File: src/rtl/logicunit_arbiter.sv
// Round-robin scheduler sharing one external AND/OR/NOR/XOR unit among four
// requesters. A grant loads the unit's operand registers, the following edge
// captures its result, and the result is held on the response port until taken.
module logicunit_arbiter #(
    parameter int WIDTH = 32
) (
    input  logic               clk,
    input  logic               rst_n,
    input  logic [3:0]         req_valid,
    output logic [3:0]         req_ready,
    input  logic [4*WIDTH-1:0] req_a,
    input  logic [4*WIDTH-1:0] req_b,
    input  logic [7:0]         req_op,
    output logic [WIDTH-1:0]   lu_a,
    output logic [WIDTH-1:0]   lu_b,
    output logic [1:0]         lu_control,
    input  logic [WIDTH-1:0]   lu_out,
    output logic               resp_valid,
    input  logic               resp_ready,
    output logic [1:0]         resp_id,
    output logic [WIDTH-1:0]   resp_data,
    output logic [15:0]        ops_done
);
    localparam int NUM_REQ = 4;

    typedef struct packed {
        logic [WIDTH-1:0] a;
        logic [WIDTH-1:0] b;
        logic [1:0]       op;
    } req_t;

    typedef enum logic [1:0] {IDLE, EXEC, RESP} state_t;

    state_t     state, state_nxt;
    logic [1:0] ptr, cur_id, gnt_idx;
    logic       grant_win, gnt_found, hs, resp_hs;
    req_t       reqs [NUM_REQ];

    for (genvar i = 0; i < NUM_REQ; i++) begin : g_unpack
        assign reqs[i] = '{a:  req_a[i*WIDTH +: WIDTH],
                           b:  req_b[i*WIDTH +: WIDTH],
                           op: req_op[2*i +: 2]};
    end

    // Pick the first valid requester after the last winner, wrapping around.
    always_comb begin
        logic [1:0] cand;
        cand      = ptr;
        gnt_found = 1'b0;
        gnt_idx   = ptr;
        for (int k = 1; k <= NUM_REQ; k++) begin
            cand = ptr + 2'(k);
            if (!gnt_found && req_valid[cand]) begin
                gnt_found = 1'b1;
                gnt_idx   = cand;
            end
        end
    end

    // Grants open in IDLE, or in RESP when the pending result leaves this edge;
    // rst_n gating keeps req_ready low while reset is held.
    always_comb begin
        grant_win = (state == IDLE) || (state == RESP && resp_ready);
        req_ready = (rst_n && grant_win && gnt_found) ? (4'b0001 << gnt_idx) : 4'b0000;
        hs        = |(req_valid & req_ready);
        resp_hs   = resp_valid && resp_ready;
    end

    // Next-state logic; a grant always leads to EXEC, even out of RESP.
    always_comb begin
        state_nxt = state;
        case (state)
            IDLE:    if (hs) state_nxt = EXEC;
            EXEC:    state_nxt = RESP;
            RESP:    if (resp_ready) state_nxt = hs ? EXEC : IDLE;
            default: state_nxt = IDLE;
        endcase
    end

    // State, rotation pointer and owner of the in-flight op.
    always_ff @(posedge clk or negedge rst_n) begin
        if (!rst_n) begin
            state  <= IDLE;
            ptr    <= 2'd3;
            cur_id <= 2'd0;
        end else begin
            state <= state_nxt;
            if (hs) begin
                ptr    <= gnt_idx;
                cur_id <= gnt_idx;
            end
        end
    end

    // Operand registers for the shared unit; only a grant may change them.
    always_ff @(posedge clk or negedge rst_n) begin
        if (!rst_n) begin
            lu_a       <= '0;
            lu_b       <= '0;
            lu_control <= '0;
        end else if (hs) begin
            lu_a       <= reqs[gnt_idx].a;
            lu_b       <= reqs[gnt_idx].b;
            lu_control <= reqs[gnt_idx].op;
        end
    end

    // Capture the unit result after EXEC and hold it until the consumer takes it.
    always_ff @(posedge clk or negedge rst_n) begin
        if (!rst_n) begin
            resp_valid <= 1'b0;
            resp_id    <= '0;
            resp_data  <= '0;
        end else if (state == EXEC) begin
            resp_valid <= 1'b1;
            resp_id    <= cur_id;
            resp_data  <= lu_out;
        end else if (resp_hs) begin
            resp_valid <= 1'b0;
        end
    end

    // Completed response counter, wraps naturally at 16 bits.
    always_ff @(posedge clk or negedge rst_n) begin
        if (!rst_n)       ops_done <= '0;
        else if (resp_hs) ops_done <= ops_done + 16'd1;
    end
endmodule

File: config.mk
export PLATFORM = sky130hd
export DESIGN_NAME = logicunit_arbiter
export DESIGN_NICKNAME = d
export VERILOG_FILES = /design/src/rtl/logicunit_arbiter.sv
export SDC_FILE = /design/constraint.sdc
export NUM_CORES = 1
export LEC_CHECK = 0
export ABC_CLOCK_PERIOD_IN_PS = 3250
export CORE_AREA = 10 10 158 160
export CTS_BUF_LIST = sky130_fd_sc_hd__clkbuf_16
export DETAILED_ROUTE_END_ITERATION = 8
export DIE_AREA = 0 0 168 170
export PLACE_DENSITY = 0.75
export SETUP_SLACK_MARGIN = 0.3
export SYNTH_ARGS = -nofsm -noshare
export SYNTH_HDL_FRONTEND = slang
export SYNTH_SLANG_ARGS = --single-unit
File: constraint.sdc
create_clock -name clk -period 3.25 [get_ports clk]
set_input_delay 0.65 -clock clk [delete_from_list [all_inputs] [get_ports clk]]
set_output_delay 0.65 -clock clk [all_outputs]
set_load 0.005 [all_outputs]
Word-level counts from Yosys, hierarchy flattened --
Cells that the tools add are included.
Cells by class: add/subtract/negate cells 4, $mul 0, divide/modulo/power cells 0, $lt $le $gt $ge 5, eq/ne operators 4, shifts and indexed selects 1, multiplexer cells 26, bitwise gates (word level) 2, reductions and logical operators 15
Operator list (number):
- $bmux W66 S2 | 1
- $mux W66 | 2
- $add A16 B1 Y16 const B | 1
- $lt A2 B3 Y1 const B | 4
- $mux W2 | 6
- $mux W1 | 11
- $bmux W1 S2 | 4
- $logic_and A1 B1 Y1 | 7
- $pmux W2 S3 | 1
- $add A2 B2 Y2 const B | 2
- $and A4 B4 Y4 | 1
- $mux W4 | 1
- $ne A2 B2 Y1 const B | 2
- $reduce_or A4 Y1 | 1
- $shl A1 B2 Y4 const A | 1
- $ge A3 B3 Y1 const B | 1
- $logic_not A1 Y1 | 3
- $not A2 Y3 | 1
- $add A2 B1 Y2 const B | 1
- $eq A2 B1 Y1 const B | 1
- $eq A2 B2 Y1 const B | 1
- $logic_not A2 Y1 | 1
- $reduce_and A2 Y1 | 1
- $reduce_bool A2 Y1 | 1
- $logic_or A1 B1 Y1 | 1
Word-level totals: register bits after elaboration 123, bits in latches 0, RAM bits 0, bits in read-only memories 0, output and inout bits 121, word-level logic and storage cells 67, memories 0

Logic depth before layout (Yosys ltp) --
word-level depth 20, mapped depth 8

Worst setup path before layout --
No wires, ideal clock.
kind input port to output port, start input req_valid[1], end output req_ready[2], data arrival time 1738 ps, data required time 2600 ps, setup slack 862 ps, stages on the path 6, cells stage by stage or4_4 > nand4b_4 > inv_2 > nand2_2 > buf_4 > nor2_1
On the way: word-level cells in the longest chain between the ends 14
RTL lines:
- from (decl) | line 9 | input logic [3:0] req_valid,
- $bmux W1 S2 | line 53 | if (!gnt_found && req_valid[cand]) begin
- $mux W1 (implied by the code) | line 53
- $mux W1 | line 53
- $logic_not A1 Y1 | line 53
- $logic_and A1 B1 Y1 | line 53
- $mux W1 | line 53
- $logic_not A1 Y1 | line 53
- $logic_and A1 B1 Y1 | line 53
- $mux W1 | line 53
- $logic_not A1 Y1 | line 53
- $logic_and A1 B1 Y1 | line 53
- $mux W2 / $mux W1 (equally long branches) | line 53
- $shl A1 B2 Y4 / $logic_and A1 B1 Y1 (equally long branches) | line 64 | req_ready = (rst_n && grant_win && gnt_found) ? (4'b0001 << gnt_idx) : 4'b0000;
- $mux W4 (*) | line 64
- to (decl) | line 10 | output logic [3:0] req_ready,
Mark *: on every way between the ends. The rest lies on a longest branch, timed or not. The select of a mux whose other input is x is not followed.

Worst setup path in the final report --
start input req_valid[3], end output req_ready[1]
Same word-level chain as after synthesis.

==> results.md <==
* Outcome: complete, no violations
* Post-route ant nets at 0
* Critical path startpoint: req_valid[3]
* Synthesized instance count at just under 800
* Post-Syn Area at 0.00777 mm²
* Synth warnings at 0
* Tot GR Track Use at between 20% and 30%
* P_leak at around 5.4 nW
* Die Wd at about 170 µm
* CP Data Required Time at between 2000 and 3000 ps
* Nets at roughly 1,500
* Die Height at about 170 µm
* Router iterations before antenna repair at 5
* Hold path start: ops_done[15]
* Number of I/O port buffers at between 400 and 500
* FF+latch count, synth at between 100 and 150
* CP startpoint kind: primary input
* Max-slew violation count at 0
* Synth top area share at between 30% and 40%
* CTS buffer count at 17
* Max clock buf depth at 2
* Mapped Avg Cell Area at between 9 and 10 µm²
* Yosys top cell by area: dfrtp_1
* Pwr Density at 728 mW/mm²
* Initial core utilization at between 30% and 40%
* Vias per cell at approximately 5.4
* Fillers at between 1,500 and 2,000
* Synth top area cells: dfrtp_1 39%, o211ai_2 11%, nand2_1 8.7%
* Design Power at 9.28 mW
* Clock Skew at 13.7 ps
* Crit Path Class: primary input to output port
* H-Tree Depth at 4
* Cell variety after synth at 39
* TritonCTS clock tree: yes
* Mux contribution to synthesized area at about 8.6%
* Asr flop ratio synth at 100%
* Critical path arrival at between 2000 and 2500 ps
* Final hold vios at 0
* Max incr delay on CP at approximately 480 ps
* Worst Hold Class: flip-flop to flip-flop
* Most frequent CP cell: buf_4
* Max cap viols at 0
* Kind of end point of the critical path: output port
* DRC viols at 0
* Vias in the first global route at ~8,400
* Total congestion overflow at 0
* Synth Area in Simple Gates at about a fifth
* Worst path cell trace: dlygate4sd2_1 -> buf_4 -> or4_4 -> nand4b_4 -> buf_4 -> a211oi_4 -> and2_4 -> clkdlybuf4s15_1
* Largest net degree at the start of global routing at 70
* Fin crit share at 88.3%
* Fmax at approximately 350 MHz
* Clk Latency, worst-skew pair at about 410 ps
* Total wire length at roughly 34,000 µm
* Post-Syn Nets at ~1,100
* RSZ-0062 raised after global routing: no
* Routed length per placed instance at 23.0 µm
* HPWL after detailed placement at 24,400 µm
* Area share of fa/ha/maj cells after synthesis at less than 1%
* Die ar. at between 0.02 and 0.03 mm²
* Post-synth top flop: dfrtp_1
* Fin Setup TNS at 0 ps
* Max VDD drop at roughly 440 µV
* Slew @ Worst Pin at about 930 ps
* DR vias at 7,862
* Compound-Gate Fraction of Synth Area at between 20% and 30%
* GP Congestion at between 0.8 and 0.9
* Final setup viols at 0
* Crit path time final at approximately 2900 ps
* Initial DRC count at between 400 and 500
* Worst-path fanout max at 4
* Ports at roughly 420
* Seq/Total Area, Yosys at between 30 and 40%
* Clock slew at reported path FFs at around 60 ps
* P&R area growth vs syn at 63.9%
* Layout cells sized above 1 at ~14%
* Slew HR at a little under two fifths
* Slowest cell on crit path: or4_4
* Number of core rows at 54
* First-pass GRT wire length at between 50,000 and 60,000 µm
* R2R Path Start: ptr[0]
* Clock root buffer master: clkbuf_16
* Core Footprint at roughly 0.022 mm²
* Initial antenna violation count at 7
* Clock sinks at ~120
* Largest family of logic cells by synthesized area: compound AO/OA/AOI/OAI gates
* XOR/XNOR Fraction of Synth Area at 1.69%
* EDFF count, synth at 0
==> timing repair <==
item,4_1_cts,5_1_grt
hold buffers,0,0
pin swaps,3,2
resized for setup,14,2
setup endpoints to repair,4,2
hold endpoints to repair,0,0
setup buffers,3,0
==> cells in the final DEF (no fill, tap or decap), drive strengths merged, types with 2 or more instances in the layout <==
cell type	count
o211ai	66
o31a	66
nand3	5
nand2	181
clkinv	4
clkinvlp	3
dfrtp	121
nor2	9
o21bai	2
clkdlybuf4s50	413
nand2b	2
xnor2	13
nor2b	5
mux2i	66
clkbuf	17
nand4	5
and4	68
buf	27
dlygate4sd2	6
dfstp	2
nor3	3
inv	9
a21oi	2
clkdlybuf4s15	2
xor2	2
o21ai	69
and2	3
diode	6
==> path summary, 6_finish.rpt <==
kind / endpoint / cells past startpoint / slack (ps)
max: req_ready[1] / 8 / 380
min: ops_done[15] / 1 / 470
max reg2reg: lu_b[28] / 9 / 570
min reg2reg: ops_done[15] / 1 / 470
max in group asynchronous: resp_data[30] / 3 / 1450
min in group asynchronous: lu_b[24] / 2 / 520
==> state kept, by name (all words and copies together), names as in the netlist <==
register / count
lu_b: 32
ops_done: 16
resp_id: 2
lu_a: 32
resp_data: 32
cur_id: 2
resp_valid: 1
state: 2
lu_control: 2
ptr: 2
==> cells in the mapped netlist (2+ instances only) <==
cell        n
and4_1     68
nand3_1     5
nand2b_1    2
buf_2      15
buf_4       9
xor2_1      2
nand2_1   180
o211ai_2   66
a21oi_1     2
buf_6       5
mux2i_1    66
o21ai_0     8
xnor2_1    13
dfrtp_1   121
buf_12      6
and2_1      3
clkbuf_1   44
o31a_1     66
nor2b_1     5
dfstp_2     2
nor3_1      2
nand4_1     5
o21ai_1    41
nor2_1      9
o21ai_2    20
o21bai_1    2
==> kinds of logic after synthesis <==
| family | count (synthesis) |
|---|---|
| AO/OA/AOI/OAI | 209 |
| AND/OR/NAND/NOR | 283 |
| multiplexers | 67 |
| buffers and inverters | 82 |
| adder cells (fa/ha/maj) | 1 |
| flip-flops | 123 |
| XOR/XNOR | 15 |
==> report_power, final <==
| group | internal, mW | switching (mW) | leakage, nW | total, mW |
|---|---|---|---|---|
| Combinational | 2.56 | 2.31 | 3.63 | 4.87 |
| Sequential | 2.16 | 0.401 | 1.54 | 2.56 |
| Clock | 1.07 | 0.779 | 0.270 | 1.85 |
==> area by class of cell <==
class | instances | area (µm²) | area share [%]
tap | 280 | 350 | 2.75
inverter | 2 | 7.51 | 0.0589
multi-input combinational | 575 | 4260 | 33.5
timing repair buffer | 449 | 4460 | 35.0
clock buffer | 17 | 425 | 3.34
sequential | 123 | 3080 | 24.2
clock inverter | 15 | 140 | 1.10
antenna | 6 | 15.0 | 0.118
==> metal layers <==
| metal | global-route usage [%] | up-vias | wire (µm) |
|---|---|---|---|
| met5 | 0 | - | 12 |
| met4 | 6.81 | 2 | 643 |
| met3 | 8.87 | 40 | 3540 |
| met2 | 38.3 | 375 | 16700 |
| met1 | 25.9 | 3794 | 12900 |
| li1 | - | 3651 | - |
==> per-stage QoR <==
step	util (%)	setup slack (ps)	std cells	instance area (µm²)	hold slack, ps
2_1_floorplan	-	862	780	7770	354
3_3_place_gp	55.9	-17.3	1426	12100	448
3_5_place_dp	55.9	-55.3	1426	12100	462
4_1_cts	58.7	305	1461	12700	474
5_1_grt	58.7	339	1467	12700	485
6_report	58.7	379	1467	12700	468
==> critical path: cells and delay by family <==
kind	cells	cell delay, ps
buffers and inverters	4	750
AND/OR/NAND/NOR	3	780
AO/OA/AOI/OAI	1	40
Power figures use the tool's default switching activity.
